## config.mk

```make
export PLATFORM = sky130hd
export DESIGN_NAME = div_seq_flat
export DESIGN_NICKNAME = d
export VERILOG_FILES = /design/src/rtl/div_seq_pkg.sv /design/src/rtl/div_seq_if.sv /design/src/rtl/div_seq_cla.sv /design/src/rtl/div_seq.sv /design/src/flat_wrapper.sv
export SDC_FILE = /design/constraint.sdc
export NUM_CORES = 1
export LEC_CHECK = 0
export BUFFER_PORTS_ARGS = -buffer_cell sky130_fd_sc_hd__buf_2
export CAP_MARGIN = 10
export CORE_ASPECT_RATIO = 0.75
export CORE_UTILIZATION = 35
export CTS_CLUSTER_SIZE = 24
export DETAILED_ROUTE_END_ITERATION = 7
export GPL_TIMING_DRIVEN = 0
export RECOVER_POWER = 100
export SLEW_MARGIN = 30
export SYNTH_ARGS = -nofsm -noshare
export SYNTH_HDL_FRONTEND = slang
export SYNTH_SLANG_ARGS = --single-unit
```

## constraint.sdc

```tcl
create_clock -name clk -period 4.7 [get_ports clk]
set_input_delay 0.47 -clock clk [delete_from_list [all_inputs] [get_ports clk]]
set_output_delay 0.47 -clock clk [all_outputs]
set_load 0.02 [all_outputs]
```

## src/rtl/div_seq_pkg.sv

```systemverilog
// Shared encodings and constants for the multi-cycle RV32M divide sequencer.
package div_seq_pkg;

   localparam int XLEN_C = 32;

   typedef enum logic [1:0] {
      OP_DIV  = 2'b00,
      OP_DIVU = 2'b01,
      OP_REM  = 2'b10,
      OP_REMU = 2'b11
   } op_e;

   typedef enum logic [2:0] {
      ST_IDLE  = 3'd0,
      ST_NEG_A = 3'd1,
      ST_NEG_B = 3'd2,
      ST_ITER  = 3'd3,
      ST_FIX   = 3'd4,
      ST_DONE  = 3'd5
   } state_e;

   localparam logic [XLEN_C-1:0] DIV_ZERO_Q = 32'hFFFF_FFFF;
   localparam logic [XLEN_C-1:0] DIV_OVF_Q  = 32'h8000_0000;

   // funct3[0] clear selects the signed flavour, funct3[1] set selects remainder.
   function automatic logic op_is_signed(op_e op);
      return ~op[0];
   endfunction

   function automatic logic op_is_rem(op_e op);
      return op[1];
   endfunction

endpackage

```

## src/rtl/div_seq_if.sv

```systemverilog
// Request/response bundle between the execute stage and the divide sequencer.
interface div_seq_if
   import div_seq_pkg::*;
   ();

   logic              start;
   logic              kill;
   logic [1:0]        op;
   logic [XLEN_C-1:0] op1;
   logic [XLEN_C-1:0] op2;
   logic              busy;
   logic              done;
   logic [XLEN_C-1:0] result;

   modport master (
      output start, kill, op, op1, op2,
      input  busy, done, result
   );

   modport slave (
      input  start, kill, op, op1, op2,
      output busy, done, result
   );

endinterface

```

## src/rtl/div_seq_cla.sv

```systemverilog
// 32-bit two-level carry-lookahead adder: 4-bit lookahead groups, group carries chained.
module div_seq_cla (
   input  logic [31:0] a_i,
   input  logic [31:0] b_i,
   input  logic        cin_i,
   output logic [31:0] sum_o,
   output logic        cout_o
);

   logic [31:0] g;
   logic [31:0] p;
   logic [31:0] c;
   logic [7:0]  gg;
   logic [7:0]  gp;
   logic [8:0]  gc;

   always_comb begin
      g  = a_i & b_i;
      p  = a_i ^ b_i;
      gc = '0;
      c  = '0;
      gc[0] = cin_i;
      for (int k = 0; k < 8; k++) begin
         gg[k] = g[4*k+3]
               | (p[4*k+3] & g[4*k+2])
               | (p[4*k+3] & p[4*k+2] & g[4*k+1])
               | (p[4*k+3] & p[4*k+2] & p[4*k+1] & g[4*k]);
         gp[k] = &p[4*k +: 4];
         gc[k+1] = gg[k] | (gp[k] & gc[k]);
         c[4*k]   = gc[k];
         c[4*k+1] = g[4*k] | (p[4*k] & gc[k]);
         c[4*k+2] = g[4*k+1] | (p[4*k+1] & g[4*k]) | (p[4*k+1] & p[4*k] & gc[k]);
         c[4*k+3] = g[4*k+2] | (p[4*k+2] & g[4*k+1])
                  | (p[4*k+2] & p[4*k+1] & g[4*k])
                  | (p[4*k+2] & p[4*k+1] & p[4*k] & gc[k]);
      end
      sum_o  = p ^ c;
      cout_o = gc[8];
   end

endmodule

```

## src/rtl/div_seq.sv

```systemverilog
// RV32M DIV/DIVU/REM/REMU sequencer: one shared adder is reused for operand
// negation, 32 restoring trial subtractions and the final sign correction.
module div_seq
   import div_seq_pkg::*;
#(
   parameter int XLEN  = 32,
   parameter int ITERS = 32
) (
   input  logic      clk,
   input  logic      reset_n,
   div_seq_if.slave  bus
);

   localparam int CNT_W = $clog2(ITERS);

   state_e            state_q, state_d;
   op_e               op_q, op_d;
   logic [XLEN-1:0]   q_q, q_d;
   logic [XLEN-1:0]   r_q, r_d;
   logic [XLEN-1:0]   b_q, b_d;
   logic [XLEN-1:0]   result_q, result_d;
   logic [CNT_W-1:0]  cnt_q, cnt_d;
   logic              a_neg_q, a_neg_d;
   logic              b_neg_q, b_neg_d;

   logic [XLEN-1:0]   add_a, add_b, add_sum;
   logic              add_cin, add_cout;
   logic [XLEN-1:0]   shifted;
   logic [XLEN-1:0]   fix_sel;
   logic              succ;
   logic              fix_neg;
   logic              req_signed;

   div_seq_cla u_add (
      .a_i    (add_a),
      .b_i    (add_b),
      .cin_i  (add_cin),
      .sum_o  (add_sum),
      .cout_o (add_cout)
   );

   always_ff @(posedge clk or negedge reset_n) begin
      if (!reset_n) begin
         state_q  <= ST_IDLE;
         op_q     <= OP_DIV;
         q_q      <= '0;
         r_q      <= '0;
         b_q      <= '0;
         result_q <= '0;
         cnt_q    <= '0;
         a_neg_q  <= 1'b0;
         b_neg_q  <= 1'b0;
      end else begin
         state_q  <= state_d;
         op_q     <= op_d;
         q_q      <= q_d;
         r_q      <= r_d;
         b_q      <= b_d;
         result_q <= result_d;
         cnt_q    <= cnt_d;
         a_neg_q  <= a_neg_d;
         b_neg_q  <= b_neg_d;
      end
   end

   always_comb begin
      state_d    = state_q;
      op_d       = op_q;
      q_d        = q_q;
      r_d        = r_q;
      b_d        = b_q;
      result_d   = result_q;
      cnt_d      = cnt_q;
      a_neg_d    = a_neg_q;
      b_neg_d    = b_neg_q;
      add_a      = '0;
      add_b      = '0;
      add_cin    = 1'b0;
      shifted    = {r_q[XLEN-2:0], q_q[XLEN-1]};
      succ       = 1'b0;
      fix_neg    = 1'b0;
      fix_sel    = q_q;
      req_signed = op_is_signed(op_e'(bus.op));

      case (state_q)
         ST_IDLE: begin
            if (bus.start && !bus.kill) begin
               op_d    = op_e'(bus.op);
               q_d     = bus.op1;
               b_d     = bus.op2;
               r_d     = '0;
               cnt_d   = '0;
               a_neg_d = req_signed & bus.op1[XLEN-1];
               b_neg_d = req_signed & bus.op2[XLEN-1];
               if (bus.op2 == '0) begin
                  state_d  = ST_DONE;
                  result_d = op_is_rem(op_e'(bus.op)) ? bus.op1 : DIV_ZERO_Q;
               end else if (req_signed && bus.op1 == DIV_OVF_Q && bus.op2 == '1) begin
                  state_d  = ST_DONE;
                  result_d = op_is_rem(op_e'(bus.op)) ? '0 : DIV_OVF_Q;
               end else begin
                  state_d = ST_NEG_A;
               end
            end
         end
         ST_NEG_A: begin
            add_a   = ~q_q;
            add_cin = 1'b1;
            if (a_neg_q) q_d = add_sum;
            state_d = ST_NEG_B;
         end
         ST_NEG_B: begin
            add_a   = ~b_q;
            add_cin = 1'b1;
            if (b_neg_q) b_d = add_sum;
            state_d = ST_ITER;
         end
         ST_ITER: begin
            // The bit shifted out of R acts as bit 32 of the partial remainder.
            add_a   = shifted;
            add_b   = ~b_q;
            add_cin = 1'b1;
            succ    = r_q[XLEN-1] | add_cout;
            r_d     = succ ? add_sum : shifted;
            q_d     = {q_q[XLEN-2:0], succ};
            cnt_d   = cnt_q + CNT_W'(1);
            if (cnt_q == CNT_W'(ITERS - 1)) state_d = ST_FIX;
         end
         ST_FIX: begin
            fix_neg  = op_is_rem(op_q) ? a_neg_q : (a_neg_q ^ b_neg_q);
            fix_sel  = op_is_rem(op_q) ? r_q : q_q;
            add_a    = fix_neg ? ~fix_sel : fix_sel;
            add_cin  = fix_neg;
            result_d = add_sum;
            state_d  = ST_DONE;
         end
         ST_DONE: begin
            state_d = ST_IDLE;
         end
         default: begin
            state_d = ST_IDLE;
         end
      endcase

      // A flush abandons whatever was in flight, including a pending result load.
      if (bus.kill) begin
         state_d  = ST_IDLE;
         result_d = result_q;
      end
   end

   assign bus.busy   = (state_q != ST_IDLE);
   assign bus.done   = (state_q == ST_DONE);
   assign bus.result = result_q;

endmodule

```

## src/flat_wrapper.sv

```systemverilog
// flat-port wrapper written by rule: the top's interface ports become plain ports
module div_seq_flat import div_seq_pkg::*;
#(
   parameter int XLEN  = 32,
   parameter int ITERS = 32
)
  (clk, reset_n, bus_start, bus_kill, bus_op, bus_op1, bus_op2, bus_busy, bus_done, bus_result);
  div_seq_if bus_i ();
  input  logic clk;
  input  logic reset_n;
  input wire logic [$bits(bus_i.start)-1:0] bus_start;
  input wire logic [$bits(bus_i.kill)-1:0] bus_kill;
  input wire logic [$bits(bus_i.op)-1:0] bus_op;
  input wire logic [$bits(bus_i.op1)-1:0] bus_op1;
  input wire logic [$bits(bus_i.op2)-1:0] bus_op2;
  output wire logic [$bits(bus_i.busy)-1:0] bus_busy;
  output wire logic [$bits(bus_i.done)-1:0] bus_done;
  output wire logic [$bits(bus_i.result)-1:0] bus_result;
  assign bus_i.start = bus_start;
  assign bus_i.kill = bus_kill;
  assign bus_i.op = bus_op;
  assign bus_i.op1 = bus_op1;
  assign bus_i.op2 = bus_op2;
  assign bus_busy = bus_i.busy;
  assign bus_done = bus_i.done;
  assign bus_result = bus_i.result;
  div_seq #(.XLEN(XLEN), .ITERS(ITERS)) u_core (.clk(clk), .reset_n(reset_n), .bus(bus_i));
endmodule
```

### After elaboration in Yosys (flattened, before gate mapping)

Cells that the tools add are included.

* equality and inequality tests: 14
* add/subtract/negate cells: 1
* muxes and demuxes: 29
* reduce and logical (&&, ||, !) cells: 26
* bitwise operators: 212

Operator list (count)
* $mux W32: 14
* $pmux W32 S2: 3
* $pmux W32 S4: 1
* $and A1 B1 Y1: 122
* $not A32 Y32: 3
* $pmux W32 S3: 1
* $or A1 B1 Y1: 81
* $eq A32 B32 Y1 const B: 2
* $xor A32 B32 Y32: 2
* $reduce_and A4 Y1: 9
* $and A32 B32 Y32: 1
* $logic_not A32 Y1: 1
* $mux W3: 5
* $pmux W3 S5: 1
* $pmux W5 S2: 1
* $eq A3 B2 Y1 const B: 2
* $eq A3 B3 Y1 const B: 2
* $ne A2 B1 Y1 const B: 3
* $ne A3 B2 Y1 const B: 2
* $reduce_and A2 Y1: 3
* $reduce_and A3 Y1: 2
* $reduce_bool A2 Y1: 3
* $reduce_bool A3 Y1: 2
* $add A5 B1 Y5 const B: 1
* 12 further kinds: 15

* register bits: 140
* word-level logic and storage cells: 291
* input port bits: 70

### Logic depth before layout (Yosys ltp)

* depth in word-level cells: 27
* depth in mapped cells: 20
* mapped depth without buffers: 18

### Cells and area by module

Synthesis repeated with hierarchy kept, for this count alone.

* cell total of the unflattened synthesis: 1229
* area, all modules: 10468.8 µm²

By module, submodules not included
* div_seq: area each 9057.4 µm², sequential area each 3478.3 µm², times used 1, cells each 1059
* div_seq_cla: area each 1411.4 µm², sequential area each 0.0 µm², times used 1, cells each 170

### Worst setup path before layout

No wires, ideal clock.

* path type: reg2reg
* start point: reg u_core.op_q[1]
* end point: reg u_core.q_q[28]
* slack: 255 ps
* cell stages (with the launch flop): 20
* arrival: 4310 ps
* setup time: 134 ps
* required time: 4566 ps
* path through: dfrtp_1 > buf_2 > nand2b_1 > xnor2_1 > clkbuf_1 > xnor2_1 > o22ai_1 > ha_1 > nand3_1 > nor4_1 > a21oi_1 > o21a_1 > o31ai_1 > a21boi_0 > fa_1 > nor2_1 > a21oi_1 > nor2_1 > a21oi_1 > o21ai_0

* cells in the longest elaborated chain, start to end: 25
* elaborated cells on any way between the ends: 88
* those cells by class: mux (7); bitwise (74); reduce/logical (7)

RTL lines
* start, declared: RTL line div_seq.sv:17 `op_e op_q, op_d;`
* start signal, assigned: RTL line div_seq.sv:55 `op_q <= op_d;`
* $mux W32: RTL line div_seq.sv:131 `fix_sel = op_is_rem(op_q) ? r_q : q_q;`
* $not A32 Y32: RTL line div_seq.sv:132 `add_a = fix_neg ? ~fix_sel : fix_sel;`
* $mux W32: RTL line div_seq.sv:132
* $pmux W32 S4: RTL line div_seq.sv:85 `case (state_q)`
* $xor A32 B32 Y32 / $and A32 B32 Y32 (equally long branches): RTL line div_seq_cla.sv:19, div_seq_cla.sv:18
* $and A1 B1 Y1, on equally long branches: RTL line div_seq_cla.sv:25, div_seq_cla.sv:26, div_seq_cla.sv:27
* $or A1 B1 Y1, or another cell as far along: RTL line div_seq_cla.sv:25 `| (p[4*k+3] & g[4*k+2])`
* $or A1 B1 Y1 / $and A1 B1 Y1 (equally long branches): RTL line div_seq_cla.sv:26, div_seq_cla.sv:27
* [9 not listed]
* $or A1 B1 Y1: RTL line div_seq_cla.sv:29 `gc[k+1] = gg[k] | (gp[k] & gc[k]);`
* $and A1 B1 Y1: RTL line div_seq_cla.sv:29
* $or A1 B1 Y1: RTL line div_seq_cla.sv:29
* $and A1 B1 Y1: RTL line div_seq_cla.sv:29
* $or A1 B1 Y1: RTL line div_seq_cla.sv:29
* $xor A32 B32 Y32 (*): RTL line div_seq_cla.sv:37 `sum_o = p ^ c;`
* $mux W32 (*): RTL line div_seq.sv:109 `if (a_neg_q) q_d = add_sum;`
* $pmux W32 S3 (*): RTL line div_seq.sv:85
* end signal, assigned: RTL line div_seq.sv:56 `q_q <= q_d;`
* end, declared: RTL line div_seq.sv:18 `logic [XLEN-1:0] q_q, q_d;`

Every way passes the cells marked *; elsewhere a longest branch is shown, timed or not. The select of a mux whose other input is x is not followed.
A chain may end at the register's enable or synchronous reset.

### Worst setup path in the final report

* start point: reg u_core.state_q[1]
* end point: reg u_core.q_q[28]

* cells in the longest elaborated chain, start to end: 23
* elaborated cells on any way between the ends: 95
* those cells by class: eq/ne (6); mux (5); bitwise (73); reduce/logical (11)

RTL lines
* start, declared: RTL line div_seq.sv:16 `state_e state_q, state_d;`
* start signal, assigned: RTL line div_seq.sv:54 `state_q <= state_d;`
* $eq A3 B3 Y1, or another cell as far along: RTL line div_seq.sv:85
* $pmux W32 S4 / $mux W32 (equally long branches): RTL line div_seq.sv:85
* $xor A32 B32 Y32 / $and A32 B32 Y32 (equally long branches): RTL line div_seq_cla.sv:19, div_seq_cla.sv:18
* $and A1 B1 Y1, on equally long branches: RTL line div_seq_cla.sv:25, div_seq_cla.sv:26, div_seq_cla.sv:27
* $or A1 B1 Y1, or another cell as far along: RTL line div_seq_cla.sv:25
* $or A1 B1 Y1 / $and A1 B1 Y1 (equally long branches): RTL line div_seq_cla.sv:26, div_seq_cla.sv:27
* $or A1 B1 Y1: RTL line div_seq_cla.sv:27 `| (p[4*k+3] & p[4*k+2] & p[4*k+1] & g[4*k]);`
* $or A1 B1 Y1: RTL line div_seq_cla.sv:29
* [7 not listed]
* $or A1 B1 Y1: RTL line div_seq_cla.sv:29
* $and A1 B1 Y1: RTL line div_seq_cla.sv:29
* $or A1 B1 Y1: RTL line div_seq_cla.sv:29
* $and A1 B1 Y1: RTL line div_seq_cla.sv:29
* $or A1 B1 Y1: RTL line div_seq_cla.sv:29
* $xor A32 B32 Y32: RTL line div_seq_cla.sv:37
* $mux W32: RTL line div_seq.sv:109
* $pmux W32 S3: RTL line div_seq.sv:85

Parallel ways exist; a longest one is shown, timed or not. The select of a mux whose other input is x is not followed.

==> results.yml <==
sta:
  layout_worst_path_cycle_share_pct: 98.9
  max_slew_margin_pct: -5.92
  worst_pin_slew_ns: 1.59
  finalMaxSlewViolations: 144
  fin_ws_ns: 0.0518
  tns_ns: 0
  max_freq_ghz: 0.215
  setup_violations: 0
  finalHoldViolations: 0
  skew_ns: 0.0110
  layout_min_cycle_time_ns: 4.65
  rsz0062_at_grt: "true"
drt:
  drt_wl_total_microns: 46500
  drt_pass1_iterations: 5
  vias: 11086
  drc: 0
  wire_per_inst_microns: 25.2
  drt_iter0_drc: 1409
  via_per_inst: 6.01
  ant_nets: 0
clock_network:
  clkTransAtPathRegs_ns: 0.06
  cts_tree: "done"
  cts_buffer_depth: 2
  clock_sinks: 139
  cts_buffers: 17
  h-tree-depth: 4
  clk_latency_ns: 0.47
  root_buffer: "clkbuf_16"
placement:
  post-place-ws_ns: -1.50
  portBuffers: 103
  routabilityCongestion: 1.00
  place_hpwl_microns: 33800
  place_inst: 1805
layout:
  multi_input_area_sq_mm: 0.00665
  antennaDiodeCount: 0
  layout-drive-gt1-share_pct: 14.3
  regArea_sq_mm: 0.00348
  fillers: 3009
  post_layout_nonfiller_instances: 1845
  final_cell_mix: "177 x nand2_1, 138 x dfrtp_1, 125 x a21oi_1, 117 x mux2i_1, 106 x nor2_1"
  area_delta_synth_final_pct: 19.0
  nNetsFinal: 1552
  layout_commonest_cell: "nand2_1"
pwr:
  power.total_mw: 4.85
  p_leak_nw: 5.24
  max-vdd-ir-drop_mv: 0.243
  power_density_mw_per_mm2: 387
logic_synthesis:
  synth_area_sq_mm: 0.0105
  synth.distinct_cells: 63
  seq_area_frac_synth_pct: 33.0
  synth_top_area_share_pct: 33.0
  synth_top_cell_by_area: "dfrtp_1"
  synth.net_count: 1420
  synthCells: 1308
  ys_top_cells_by_area: "dfrtp_1 33%, mux2i_1 11%, nand2_1 6.4%"
  syn_area_per_cell_sq_um: 8.05
  yosys_warnings: 0
  ys_seq_elements: 139
  synthArstFlopShare_pct: 100
  synth_edf_count: 0
  synth_flop_cell: "dfrtp_1"
global_routing:
  grt_pass1_vias: 10501
  gr-usage-all-layers_pct: 30.0
  grt_max_degree: 59
  gr-total-overflow: 0
  grt_first_pass_wirelength_microns: 67900
  grt_antenna_before_repair: 0
critical_path:
  critPathCaptureType: "flip-flop"
  criticalPathCategory: "reg2reg"
  r2r_slack_ns: 0.05
  start_kind: "flip-flop"
  critPathMaxFanout: 10
  crit_arrival_ns: 4.96
  worst_ep_required_time_ns: 5.01
outcome:
  violations: "max-capacitance violations, max-slew violations"
  status: "finished with violations"
floorplanning:
  core_area_sq_mm: 0.0293
  die_area_sq_mm: 0.0308
  die_h_microns: 152
  ioPinCount: 104
  start_util_pct: 35.9
  fp.dieW_microns: 202
  row_count: 54
min_path:
  hold_class: "in2reg"
flow_run:
  maxCapViolCount: 3
-- stage by stage --
step	hold slack (ns)	utilization [%]	cell area, sq um
4_1_cts	0.238	42.6	12500
3_5_place_dp	0.342	39.6	11600
3_3_place_gp	0.461	39.3	11500
2_1_floorplan	0.174	-	10500
6_report	0.260	42.7	12500
5_1_grt	0.245	42.7	12500
-- power breakdown --
group	internal (mW)	total (mW)	leakage (nW)	switching, mW
combinational	0.662	1.73	3.12	1.07
sequential	1.40	1.63	1.83	0.239
clock	0.851	1.48	0.286	0.629
total	2.91	4.85	5.24	1.94
-- registers in the layout, summed over array words and instances (netlist names) --
signal,flops
u_core.b_q,32
u_core.bus.result,32
u_core.q_q,32
u_core.r_q,32
u_core.cnt_q,5
u_core.state_q,3
u_core.a_neg_q,1
u_core.b_neg_q,1
u_core.op_q,1
-- final timing paths --
kind,from,to,cells past startpoint
worst max-delay path,u_core.state_q[1]$_DFFE_PN0P_,u_core.q_q[28]$_DFFE_PN0P_,19
worst min-delay path,bus_kill,u_core.state_q[1]$_DFFE_PN0P_,2
worst max register to register,u_core.state_q[1]$_DFFE_PN0P_,u_core.q_q[28]$_DFFE_PN0P_,19
worst min register to register,u_core.bus.result[5]$_DFFE_PN0P_,u_core.bus.result[5]$_DFFE_PN0P_,2
max in group asynchronous,reset_n,u_core.state_q[1]$_DFFE_PN0P_,3
min in group asynchronous,reset_n,u_core.b_q[26]$_DFFE_PN0P_,2
-- cell usage after synthesis, types with 5 or more instances --
| cell | count |
|---|---|
| a211oi_1 | 5 |
| a21oi_1 | 127 |
| a31oi_1 | 6 |
| and3_1 | 10 |
| buf_1 | 9 |
| buf_6 | 7 |
| clkbuf_1 | 74 |
| dfrtp_1 | 139 |
| fa_1 | 8 |
| ha_1 | 34 |
| inv_1 | 52 |
| mux2i_1 | 117 |
| nand2_1 | 180 |
| nand2b_1 | 9 |
| nand3_1 | 14 |
| nand4_1 | 11 |
| nor2_1 | 107 |
| nor2b_1 | 29 |
| nor3_1 | 33 |
| nor4_1 | 17 |
| o211ai_1 | 7 |
| o21ai_0 | 89 |
| o21ai_1 | 15 |
| o21ai_2 | 19 |
| o21bai_1 | 7 |
| o22ai_1 | 51 |
| o311ai_0 | 6 |
| o31ai_1 | 9 |
| or3_1 | 5 |
| xnor2_1 | 47 |
| xor2_1 | 13 |
-- metal layers --
layer,up-vias,GRT usage [%],wire length [microns]
met1,5329,43.4,20300
met5,-,0,0
li1,4876,-,-
met3,124,9.64,5630
met2,757,40.4,18800
met4,0,12.3,1720
-- area by class of cell --
class	count	share of cell area (%)
Multi-Input combinational cell	1020	53.0
Sequential cell	139	27.8
Timing Repair Buffer	115	4.45
Buffer	94	4.30
Tap cell	392	3.91
Clock buffer	19	3.54
Inverter	53	1.63
Clock inverter	13	1.35
-- critical path, stage by stage, from the launching register on --
cell      delay, ns
dfrtp_2        0.42
buf_4          0.23
clkinv_4       0.15
nand2_2        0.16
buf_2          0.31
nor2_1         0.08
a21oi_1        0.14
o22ai_1        0.15
ha_1           0.47
and4_1         0.38
nand3_1        0.24
o32a_1         0.41
o31ai_4        0.10
a21boi_1       0.14
fa_2           0.60
nor2_1         0.07
a21oi_1        0.12
nor2_1         0.06
a21oi_1        0.14
o21ai_0        0.09
-- what timing repair did --
item                                    CTS  global route
hold buffers                              1             0
resized for setup                        79            56
pin swaps                                 6             6
setup buffers                             5             4
endpoints found under the setup margin  117            86
endpoints found under the hold margin    23             0
-- cells by family (layout without fill, tap and decap cells) --
group,after synthesis,after routing,synth area share [%]
and+or+nand+nor,433,433,18.6
AOI/OAI and AO/OA,367,367,20.6
buffers and inverters,149,294,5.95
DFF,139,139,33.0
muxes,118,118,11.2
xor gates and xnor gates,60,60,4.99
adders and majority gates,42,42,5.56
No activity file was read; power rests on OpenSTA's default activity.
